### src/rtl/spi_peripheral_cs.sv
// -----------------------------------------------------------------------------
// spi_peripheral_cs
//   SPI peripheral (slave) endpoint for a CS-framed SPI master. SCK, CS_L and
//   MOSI are brought into the clk domain through 2-FF synchronizers, and all
//   edge detection runs on the synchronized copies. clk must run at least
//   4x SCK.
//
//   Build option: define SPI_PERIPH_TRISTATE_EN to release MISO (1'bz)
//   whenever synced CS_L is high or no frame is active, for a shared MISO bus.
//   Without it, MISO is driven 0 outside an active frame.
//
// Parameters
//   SPI_MODE         CPOL = SPI_MODE[1], CPHA = SPI_MODE[0]
//   MAX_BYTES_PER_CS bytes expected per CS_L low period (overflow threshold)
//   UNDERRUN_BYTE    byte shifted out when the TX holding register is empty
//
// Ports
//   clk, rst      system clock, asynchronous active-high reset
//   SCK, CS_L     SPI clock and active-low chip select from master (async)
//   MOSI, MISO    serial data in from / out to master
//   o_MOSI_Byte   received byte, valid with o_MOSI_DV (1-clk pulse)
//   o_MOSI_Count  0-based index of o_MOSI_Byte within the frame
//   i_MISO_Byte   next byte to transmit, loaded by i_MISO_DV while
//                 o_MISO_Ready (holding register empty) is high
//   o_Frame_Done  1-clk pulse when CS_L rises at the end of a frame
//   o_Overflow    sticky, more than MAX_BYTES_PER_CS bytes this frame
//   o_Underrun    sticky, UNDERRUN_BYTE was sent this frame
// -----------------------------------------------------------------------------
module spi_peripheral_cs #(
  parameter int unsigned SPI_MODE         = 0,
  parameter int unsigned MAX_BYTES_PER_CS = 2,
  parameter logic [7:0]  UNDERRUN_BYTE    = 8'hFF,
  localparam int unsigned CW              = $clog2(MAX_BYTES_PER_CS + 1)
) (
  input  logic          clk,
  input  logic          rst,
  input  logic          SCK,
  input  logic          CS_L,
  input  logic          MOSI,
  output logic          MISO,
  output logic [7:0]    o_MOSI_Byte,
  output logic          o_MOSI_DV,
  output logic [CW-1:0] o_MOSI_Count,
  input  logic [7:0]    i_MISO_Byte,
  input  logic          i_MISO_DV,
  output logic          o_MISO_Ready,
  output logic          o_Frame_Done,
  output logic          o_Overflow,
  output logic          o_Underrun
);

  localparam logic CPOL = (SPI_MODE & 32'd2) != 0;
  localparam logic CPHA = (SPI_MODE & 32'd1) != 0;
  localparam logic [CW-1:0] MAX_IDX = CW'(MAX_BYTES_PER_CS);

  localparam logic [1:0] ST_WAIT_HIGH = 2'd0;
  localparam logic [1:0] ST_IDLE      = 2'd1;
  localparam logic [1:0] ST_ACTIVE    = 2'd2;

  // ---------------------------------------------------------------------------
  // Input synchronizers, bit order {MOSI, CS_L, SCK}
  // ---------------------------------------------------------------------------
  localparam logic [2:0] SYNC_RST = {1'b0, 1'b1, CPOL};

  logic [2:0] pins_raw;
  logic [2:0] pins_sync;
  assign pins_raw = {MOSI, CS_L, SCK};

  for (genvar gi = 0; gi < 3; gi++) begin : g_sync
    logic meta_q;
    logic sync_q;
    always_ff @(posedge clk or posedge rst) begin
      if (rst) begin
        meta_q <= SYNC_RST[gi];
        sync_q <= SYNC_RST[gi];
      end else begin
        meta_q <= pins_raw[gi];
        sync_q <= meta_q;
      end
    end
    assign pins_sync[gi] = sync_q;
  end

  logic sck_s, cs_s, mosi_s;
  assign sck_s  = pins_sync[0];
  assign cs_s   = pins_sync[1];
  assign mosi_s = pins_sync[2];

  // ---------------------------------------------------------------------------
  // State
  // ---------------------------------------------------------------------------
  logic [1:0]    state_q,    state_d;
  logic          sck_prev_q, cs_prev_q;
  logic [1:0]    flush_q;
  logic [2:0]    bit_cnt_q,  bit_cnt_d;
  logic [CW-1:0] byte_cnt_q, byte_cnt_d;
  logic [7:0]    rx_q,       rx_d;
  logic [7:0]    tx_q,       tx_d;
  logic [2:0]    tx_cnt_q,   tx_cnt_d;
  logic          first_q,    first_d;
  logic [7:0]    hold_q,     hold_d;
  logic          hold_full_q, hold_full_d;
  logic [7:0]    byte_q,     byte_d;
  logic          dv_q,       dv_d;
  logic [CW-1:0] count_q,    count_d;
  logic          done_q,     done_d;
  logic          ovf_q,      ovf_d;
  logic          und_q,      und_d;

  // ---------------------------------------------------------------------------
  // Edge / event decode
  // ---------------------------------------------------------------------------
  logic sck_rise, sck_fall, lead_edge, trail_edge, cs_fall, cs_rise;
  logic in_frame, sample_edge, shift_edge, frame_start, byte_boundary;
  logic reload, load, shift_ok;
  logic [7:0] rx_next;

  assign sck_rise    = sck_s & ~sck_prev_q;
  assign sck_fall    = ~sck_s & sck_prev_q;
  assign lead_edge   = CPOL ? sck_fall : sck_rise;
  assign trail_edge  = CPOL ? sck_rise : sck_fall;
  assign cs_fall     = ~cs_s & cs_prev_q;
  assign cs_rise     = cs_s & ~cs_prev_q;

  // SCK edges only count while a frame is active and CS_L is still low.
  assign in_frame    = (state_q == ST_ACTIVE) && !cs_s;
  assign sample_edge = in_frame && (CPHA ? trail_edge : lead_edge);
  assign shift_edge  = in_frame && (CPHA ? lead_edge : trail_edge);
  assign frame_start = (state_q == ST_IDLE) && cs_fall;

  // CPHA=0: the 8th trailing edge ends a byte. CPHA=1: the first leading edge
  // of every byte after the first fetches the next byte; the very first leading
  // edge only presents bit7, which is already on MISO from frame start.
  assign byte_boundary = shift_edge &&
                         (CPHA ? ((tx_cnt_q == 3'd0) && !first_q) : (tx_cnt_q == 3'd7));
  assign shift_ok      = CPHA ? (tx_cnt_q != 3'd0) : (tx_cnt_q != 3'd7);
  assign reload        = frame_start || byte_boundary;
  assign load          = i_MISO_DV && !hold_full_q;
  assign rx_next       = {rx_q[6:0], mosi_s};

  always_comb begin
    state_d     = state_q;
    bit_cnt_d   = bit_cnt_q;
    byte_cnt_d  = byte_cnt_q;
    rx_d        = rx_q;
    tx_d        = tx_q;
    tx_cnt_d    = tx_cnt_q;
    first_d     = first_q;
    hold_d      = hold_q;
    hold_full_d = hold_full_q;
    byte_d      = byte_q;
    dv_d        = 1'b0;
    count_d     = count_q;
    done_d      = 1'b0;
    ovf_d       = ovf_q;
    und_d       = und_q;

    case (state_q)
      // Synchronizers come out of reset reading CS_L high; flush_q keeps us
      // here until the chain reflects the real pin, so a frame that was
      // already in progress at reset release is not mistaken for a new one.
      ST_WAIT_HIGH: if (flush_q[1] && cs_s) state_d = ST_IDLE;
      ST_IDLE: begin
        if (cs_fall) begin
          state_d    = ST_ACTIVE;
          bit_cnt_d  = 3'd0;
          byte_cnt_d = '0;
          tx_cnt_d   = 3'd0;
          first_d    = 1'b1;
          ovf_d      = 1'b0;
          und_d      = 1'b0;
        end
      end
      ST_ACTIVE: begin
        if (cs_rise) begin
          state_d = ST_IDLE;
          done_d  = 1'b1;
        end
      end
      default: state_d = ST_WAIT_HIGH;
    endcase

    if (sample_edge) begin
      rx_d      = rx_next;
      bit_cnt_d = bit_cnt_q + 3'd1;
      if (bit_cnt_q == 3'd7) begin
        byte_d     = rx_next;
        dv_d       = 1'b1;
        count_d    = byte_cnt_q;
        byte_cnt_d = byte_cnt_q + 1'b1;
        if (byte_cnt_q == MAX_IDX) ovf_d = 1'b1;
      end
    end

    if (shift_edge) begin
      tx_cnt_d = tx_cnt_q + 3'd1;
      first_d  = 1'b0;
      if (shift_ok) tx_d = {tx_q[6:0], 1'b0};
    end

    if (reload) begin
      if (hold_full_q) begin
        tx_d = hold_q;
      end else begin
        tx_d  = UNDERRUN_BYTE;
        und_d = 1'b1;
      end
      hold_full_d = 1'b0;
    end

    // A load can only happen when empty, so a same-cycle reload has already
    // taken the underrun byte and the new byte simply stays held.
    if (load) begin
      hold_d      = i_MISO_Byte;
      hold_full_d = 1'b1;
    end
  end

  always_ff @(posedge clk or posedge rst) begin
    if (rst) begin
      state_q     <= ST_WAIT_HIGH;
      sck_prev_q  <= CPOL;
      cs_prev_q   <= 1'b1;
      flush_q     <= 2'b00;
      bit_cnt_q   <= 3'd0;
      byte_cnt_q  <= '0;
      rx_q        <= 8'h00;
      tx_q        <= 8'h00;
      tx_cnt_q    <= 3'd0;
      first_q     <= 1'b0;
      hold_q      <= 8'h00;
      hold_full_q <= 1'b0;
      byte_q      <= 8'h00;
      dv_q        <= 1'b0;
      count_q     <= '0;
      done_q      <= 1'b0;
      ovf_q       <= 1'b0;
      und_q       <= 1'b0;
    end else begin
      state_q     <= state_d;
      sck_prev_q  <= sck_s;
      cs_prev_q   <= cs_s;
      flush_q     <= {flush_q[0], 1'b1};
      bit_cnt_q   <= bit_cnt_d;
      byte_cnt_q  <= byte_cnt_d;
      rx_q        <= rx_d;
      tx_q        <= tx_d;
      tx_cnt_q    <= tx_cnt_d;
      first_q     <= first_d;
      hold_q      <= hold_d;
      hold_full_q <= hold_full_d;
      byte_q      <= byte_d;
      dv_q        <= dv_d;
      count_q     <= count_d;
      done_q      <= done_d;
      ovf_q       <= ovf_d;
      und_q       <= und_d;
    end
  end

  assign o_MOSI_Byte  = byte_q;
  assign o_MOSI_DV    = dv_q;
  assign o_MOSI_Count = count_q;
  assign o_MISO_Ready = ~hold_full_q;
  assign o_Frame_Done = done_q;
  assign o_Overflow   = ovf_q;
  assign o_Underrun   = und_q;

`ifdef SPI_PERIPH_TRISTATE_EN
  assign MISO = (cs_s || (state_q != ST_ACTIVE)) ? 1'bz : tx_q[7];
`else
  assign MISO = (state_q == ST_ACTIVE) ? tx_q[7] : 1'b0;
`endif

endmodule

### config.mk
export PLATFORM = sky130hd
export DESIGN_NAME = spi_peripheral_cs
export DESIGN_NICKNAME = d
export VERILOG_FILES = /design/src/rtl/spi_peripheral_cs.sv
export SDC_FILE = /design/constraint.sdc
export NUM_CORES = 1
export LEC_CHECK = 0
export BUFFER_PORTS_ARGS = -buffer_cell sky130_fd_sc_hd__buf_2
export CAP_MARGIN = 10
export CORE_ASPECT_RATIO = 0.75
export CORE_MARGIN = 4
export CORE_UTILIZATION = 55
export DETAILED_ROUTE_END_ITERATION = 16
export PLACE_DENSITY = 0.76
export SLEW_MARGIN = 20
export SYNTH_ARGS = -nofsm -noshare
export SYNTH_HDL_FRONTEND = slang
export SYNTH_SLANG_ARGS = --single-unit
### constraint.sdc
create_clock -name clk -period 1.7 [get_ports clk]
set_input_delay 0.085 -clock clk [delete_from_list [all_inputs] [get_ports clk]]
set_output_delay 0.085 -clock clk [all_outputs]
set_load 0.005 [all_outputs]
* Word level (Yosys, flattened, before mapping)
Cells that the tools add are included.
** Cells by class
- Bitwise operators :: 9
- $add $sub $neg :: 3
- Equal/unequal tests :: 9
- Mux-type cells :: 32
- Reductions and logical operators :: 23
** Operators by type and width (count)
- $mux 8 :: 4
- $mux 1 :: 16
- $mux 2 :: 7
- $reduce_bool 2->1 :: 7
- $mux 3 :: 4
- $reduce_and 2->1 :: 4
- $logic_and 1x1->1 :: 7
- $add 3x1->3 const B :: 2
- $eq 3x3->1 const B :: 2
- $ne 2x2->1 const B :: 3
- $pmux 2 s3 :: 1
- $not 1->1 :: 5
- $and 1x1->1 :: 4
- $eq 2x2->1 const B :: 2
- $ne 3x3->1 const B :: 1
- $reduce_and 3->1 :: 1
- $add 2x1->2 const B :: 1
- $eq 2x1->1 const B :: 1
- $logic_not 1->1 :: 2
- $logic_not 2->1 :: 1
- $logic_or 1x1->1 :: 1
** Storage, ports and cells
- Logic and storage cells :: 99
- Bits in registers :: 58
- Output and inout bits :: 16
- Input bits :: 14

* Longest topological paths before layout
- Depth after elaboration :: 7
- Depth in mapped cells :: 6
- Depth with buffers taken out :: 6

* Worst setup path after synthesis
Ideal clock, no wire load.
- Path kind :: flip-flop to flip-flop
- Start :: register g_sync[1].sync_q, in the netlist cs_s
- End :: register tx_q[1]
- Path slack :: 237 ps
- Stages on the path, launching flop included :: 7
- Data required time :: 1568 ps
- Path buffers :: 2
- Setup time :: 132 ps
- Arrival time :: 1331 ps
- Period minus slack after synthesis :: 1463 ps
- Cell sequence :: dfstp_2 > nand4bb_1 > buf_4 > nor2b_4 > buf_6 > mux2i_1 > o21ai_1
** Between the ends
- Longest elaborated chain between the ends :: 7
- Elaborated cells between the ends (all ways) :: 12
- Those cells by class :: 1 x mux; 2 x bitwise; 9 x reduce/logical
** Ends and longest elaborated chain
- start, declared :: RTL line 71 : logic sync_q;
- start signal, assigned :: RTL line 75 : sync_q <= SYNC_RST[gi];
- start signal, assigned :: RTL line 78 : sync_q <= meta_q;
- $logic_not 1->1 :: RTL line 126 : assign in_frame = (state_q == ST_ACTIVE) && !cs_s;
- $logic_and 1x1->1 :: RTL line 126
- $logic_and 1x1->1 :: RTL line 128 : assign shift_edge = in_frame && (CPHA ? lead_edge : trail_edge);
- $logic_and 1x1->1 :: RTL line 134 : assign byte_boundary = shift_edge &&
- $logic_or 1x1->1 :: RTL line 137 : assign reload = frame_start || byte_boundary;
- $reduce_bool 2->1 (no source line)
- $reduce_and 2->1 (no source line)
- end signal, assigned :: RTL line 247 : tx_q <= tx_d;
- end, declared :: RTL line 98 : logic [7:0] tx_q, tx_d;
Several ways; a longest one is shown, not always the timed one.
A chain may end at the register's enable or synchronous reset.

* Final worst setup path
- Start :: register g_sync[1].sync_q, in the netlist cs_s
- End :: register tx_q[2]
The elaborated chain is that of the path after synthesis.

==> results.txt <==
Setup repair after global routing left no endpoint under its margin. For met3 alone, demand over resource in global routing was 8.76%. The clock drives 58 sinks. After clock tree synthesis, the repair step resized 0 gates. The area growth from synthesis to layout is 22.4%. The top flip-flop cell by instance count after synthesis was sky130_fd_sc_hd__dfrtp_1. The die covers 5320 sq um. The run gives 21.1% as the global-route track usage on met1. The number of nets at the end of the flow was 256; the count of filler cells inserted in the layout was 279. Once layout is done, the placed cells without fillers occupy 2830 sq um.

After detailed routing, the total wire length is 4.12 mm. The die is 64.2 um tall. The count of buffers added on input and output ports is 29. Synthesis handed over a netlist of 187 instances.

For this configuration, the core starts out at a cell density of 57.1%. The placer congestion estimate came out at 0.802. Sorting the synthesized cells by how often they occur yields sky130_fd_sc_hd__dfrtp_1 (55), sky130_fd_sc_hd__nand2_1 (34), sky130_fd_sc_hd__mux2_2 (17).

Across the whole layout, storage elements account for 1460 sq um. In this run, distinct cell masters in the synthesized netlist total 30. The multi-input logic area was 787 sq um.

The run gives 0.32 ns as the insertion delay to the later sink of the worst-skew pair. For the worst setup path, the data required time is 1.91 ns. The number of flops mapped to enable cells by yosys was 0; the final max-slew violation count was 0. The core area is 4050 sq um. The initial antenna violation count is 0.

Of all nets on the critical path, the largest fanout is 9. The detailed router placed 1498 vias in this run. The routed design could run at a clock period as short as 1.57 ns. The tools report the maximum VDD drop as 1010 uV.

Nature of the critical path startpoint: a flop. In the routed design, unresolved DRC markers number 0. The run gives 0 as the count of yosys warnings during synthesis. The most used standard cell by instance count after synthesis is sky130_fd_sc_hd__dfrtp_1. The synthesized design devotes to its leading area cell type 59.5% of total area. met2 is the most crowded layer. The number of setup buffers added after CTS is 0. Number of hold buffers added after CTS: 11. In the post-route analysis, the smallest setup slack over all paths is 0.128 ns. The number of hold violations in the final report is 0. The tools report the antenna diode instance count as 0. In the finished design, the share of the clock period the worst path needs comes to 92.4%. Prior to clock tree synthesis, the placed netlist has a worst setup slack of 0.124 ns. Cell leakage power: 1.49 nW.

The first detailed-routing pass took 4 iterations. For this run, asynchronously set or reset flops after synthesis account for 100%. The tools report the remaining number of nets flagged by the antenna check after routing as 0.

Entering global routing, the biggest net connects 40 pins. The mean cell area of the mapped netlist is 12.4 sq um, and the clock transition time at the flip-flop clock pins of the worst setup and hold paths is 0.06 ns. The fraction of final layout cells sized beyond drive strength 1 was 30.2%; the total grt overflow was 0. The post-layout total power came out at 3.46 mW. After legalization and detailed placement, the total HPWL measured 2.95 mm. The run finished with clean final reports. Number of maximum-capacitance constraint violations: 0.

Dividing the detail-routed wire length by the instance count gives 13.9 um. Derived from the worst setup path, the maximum achievable clock frequency is 0.636 GHz. The min-delay analysis places its worst path in the category input port to flop.

The post-detailed-route via-to-cell ratio is 5.04. For the worst setup path, the data arrival time is 1.78 ns. The total power divided by cell area is 1220 nW/um^2, and the fraction of met2 tracks used by global routing is 28.8%. Counting the buffers created by CTS gives 9.

From left edge to right edge, the die measures 82.9 um. The clock passes through at most 2 buffers. The critical path is of the flop to flop type.

Synthesis inferred 58 register bits. Setup violations remaining at the end of the flow were counted as 0. Library cell used as clock root buffer: sky130_fd_sc_hd__clkbuf_8. TritonCTS built the clock tree. The global router's overall resource usage was 17.8%; the setup TNS after final layout was 0 ns. The run gives 1540 as the number of global-route vias before repair.

The worst setup path is captured at a flop. The number of nets in the synthesized netlist is 206. Between clock sinks in the finished design, the worst skew comes to 0.00582 ns.

30 I/O pins were placed. Of the synthesized area, sequential elements account for 62.9%. After floorplanning, the core was divided into 20 placement rows. The synthesized design spends more area on one cell type than any other, namely sky130_fd_sc_hd__dfrtp_1. In this run the number of H-tree levels came out at 3. Yosys attributes the largest share of cell area to sky130_fd_sc_hd__dfrtp_1 (59%), sky130_fd_sc_hd__mux2_2 (8.3%), sky130_fd_sc_hd__nand2_1 (5.5%), sky130_fd_sc_hd__dfstp_2 (3.4%), sky130_fd_sc_hd__mux2i_1 (3.0%).

The tools report the detailed router's first-iteration violation count as 68. The logs give 2540 sq um for the post-place instance area and 7.22 mm for the wire length of the first global-routing pass. The synthesized netlist occupies a cell area of 2310 sq um.
==> cell type report <==
class                           instances  area share (%)
Sequential cell                        58            51.4
Multi-Input combinational cell        115            27.8
Timing Repair Buffer                   46            11.0
Clock buffer                           14            6.10
Tap cell                               55            2.43
Inverter                                7           0.928
Clock inverter                          2           0.353
==> metal layers <==
metal | up-vias | wire, um
met3 | 9 | 232
met5 | - | 0
met4 | 0 | 61
met2 | 38 | 2030
li1 | 734 | -
met1 | 717 | 1790
==> state kept, by name, indices dropped and copies added (netlist names), 2 cells and up <==
| name | count |
|---|---|
| hold_q | 8 |
| rx_q | 7 |
| flush_q | 2 |
| o_MOSI_Count | 2 |
| tx_cnt_q | 3 |
| g_sync.sync_q | 2 |
| bit_cnt_q | 3 |
| tx_q | 8 |
| byte_cnt_q | 2 |
| g_sync.meta_q | 3 |
| state_q | 2 |
| o_MOSI_Byte | 8 |
==> cells in the final DEF, fill, tap and decap left out, types with 2 or more instances in the layout <==
cell type	synthesis	final
sky130_fd_sc_hd__nand3_1	6	6
sky130_fd_sc_hd__inv_1	6	5
sky130_fd_sc_hd__dfstp_2	3	3
sky130_fd_sc_hd__o21bai_1	2	2
sky130_fd_sc_hd__nand4bb_1	2	2
sky130_fd_sc_hd__a22o_1	4	4
sky130_fd_sc_hd__buf_4	2	5
sky130_fd_sc_hd__inv_2	1	2
sky130_fd_sc_hd__o21ai_0	7	7
sky130_fd_sc_hd__clkinv_2	0	2
sky130_fd_sc_hd__nand2_1	34	34
sky130_fd_sc_hd__clkbuf_1	1	2
sky130_fd_sc_hd__nor2b_1	4	4
sky130_fd_sc_hd__mux2_2	17	17
sky130_fd_sc_hd__nand2b_1	8	8
sky130_fd_sc_hd__nor2_1	3	3
sky130_fd_sc_hd__dlygate4sd3_1	0	11
sky130_fd_sc_hd__o21ai_1	7	7
sky130_fd_sc_hd__ha_1	5	5
sky130_fd_sc_hd__buf_2	3	29
sky130_fd_sc_hd__dfrtp_1	55	55
sky130_fd_sc_hd__mux2i_1	7	7
sky130_fd_sc_hd__clkbuf_8	0	12
==> worst max-delay path: stages, from the launching register on <==
cell and delay, ns:
sky130_fd_sc_hd__dfstp_2 0.59, sky130_fd_sc_hd__nand4bb_1 0.18, sky130_fd_sc_hd__nor2b_4 0.36, sky130_fd_sc_hd__mux2i_1 0.25, sky130_fd_sc_hd__o21ai_1 0.08
==> report_power, final <==
part           switching, mW  internal [mW]
combinational          0.245          0.311
clock                  0.478          0.644
sequential             0.164           1.62
==> through the flow <==
step                      instances  util, %  hold WS, ns
after floorplan                 187        -       0.0895
after global placement          270     62.7       0.0968
after detailed placement        270     62.7        0.108
after CTS                       297     69.9       0.0162
after global routing            297     69.9       0.0216
final                           297     69.9       0.0313
==> final timing paths <==
check,from,end,slack [ns],cells past startpoint
setup / recovery,cs_s$_DFF_PP1_,tx_q[2]$_DFFE_PP0P_,0.13,4
hold / removal,i_MISO_Byte[5],hold_q[5]$_DFFE_PP0P_,0.03,2
min in group asynchronous,rst,o_MOSI_Byte[1]$_DFFE_PP0P_,0.31,3
max in group asynchronous,rst,cs_s$_DFF_PP1_,0.78,4
setup reg to reg,cs_s$_DFF_PP1_,tx_q[2]$_DFFE_PP0P_,0.13,4
hold reg to reg,g_sync[2].meta_q$_DFF_PP0_,g_sync[2].sync_q$_DFF_PP0_,0.35,0
==> logic make-up after synthesis <==
logic type / synth area share (%)
compound gates: 6.17
fa+ha+maj: 2.70
buf+inv: 3.08
flops: 62.9
mux: 11.3
other cells: 0.162
simple gates: 13.7
(Power assumes the default switching activity.)
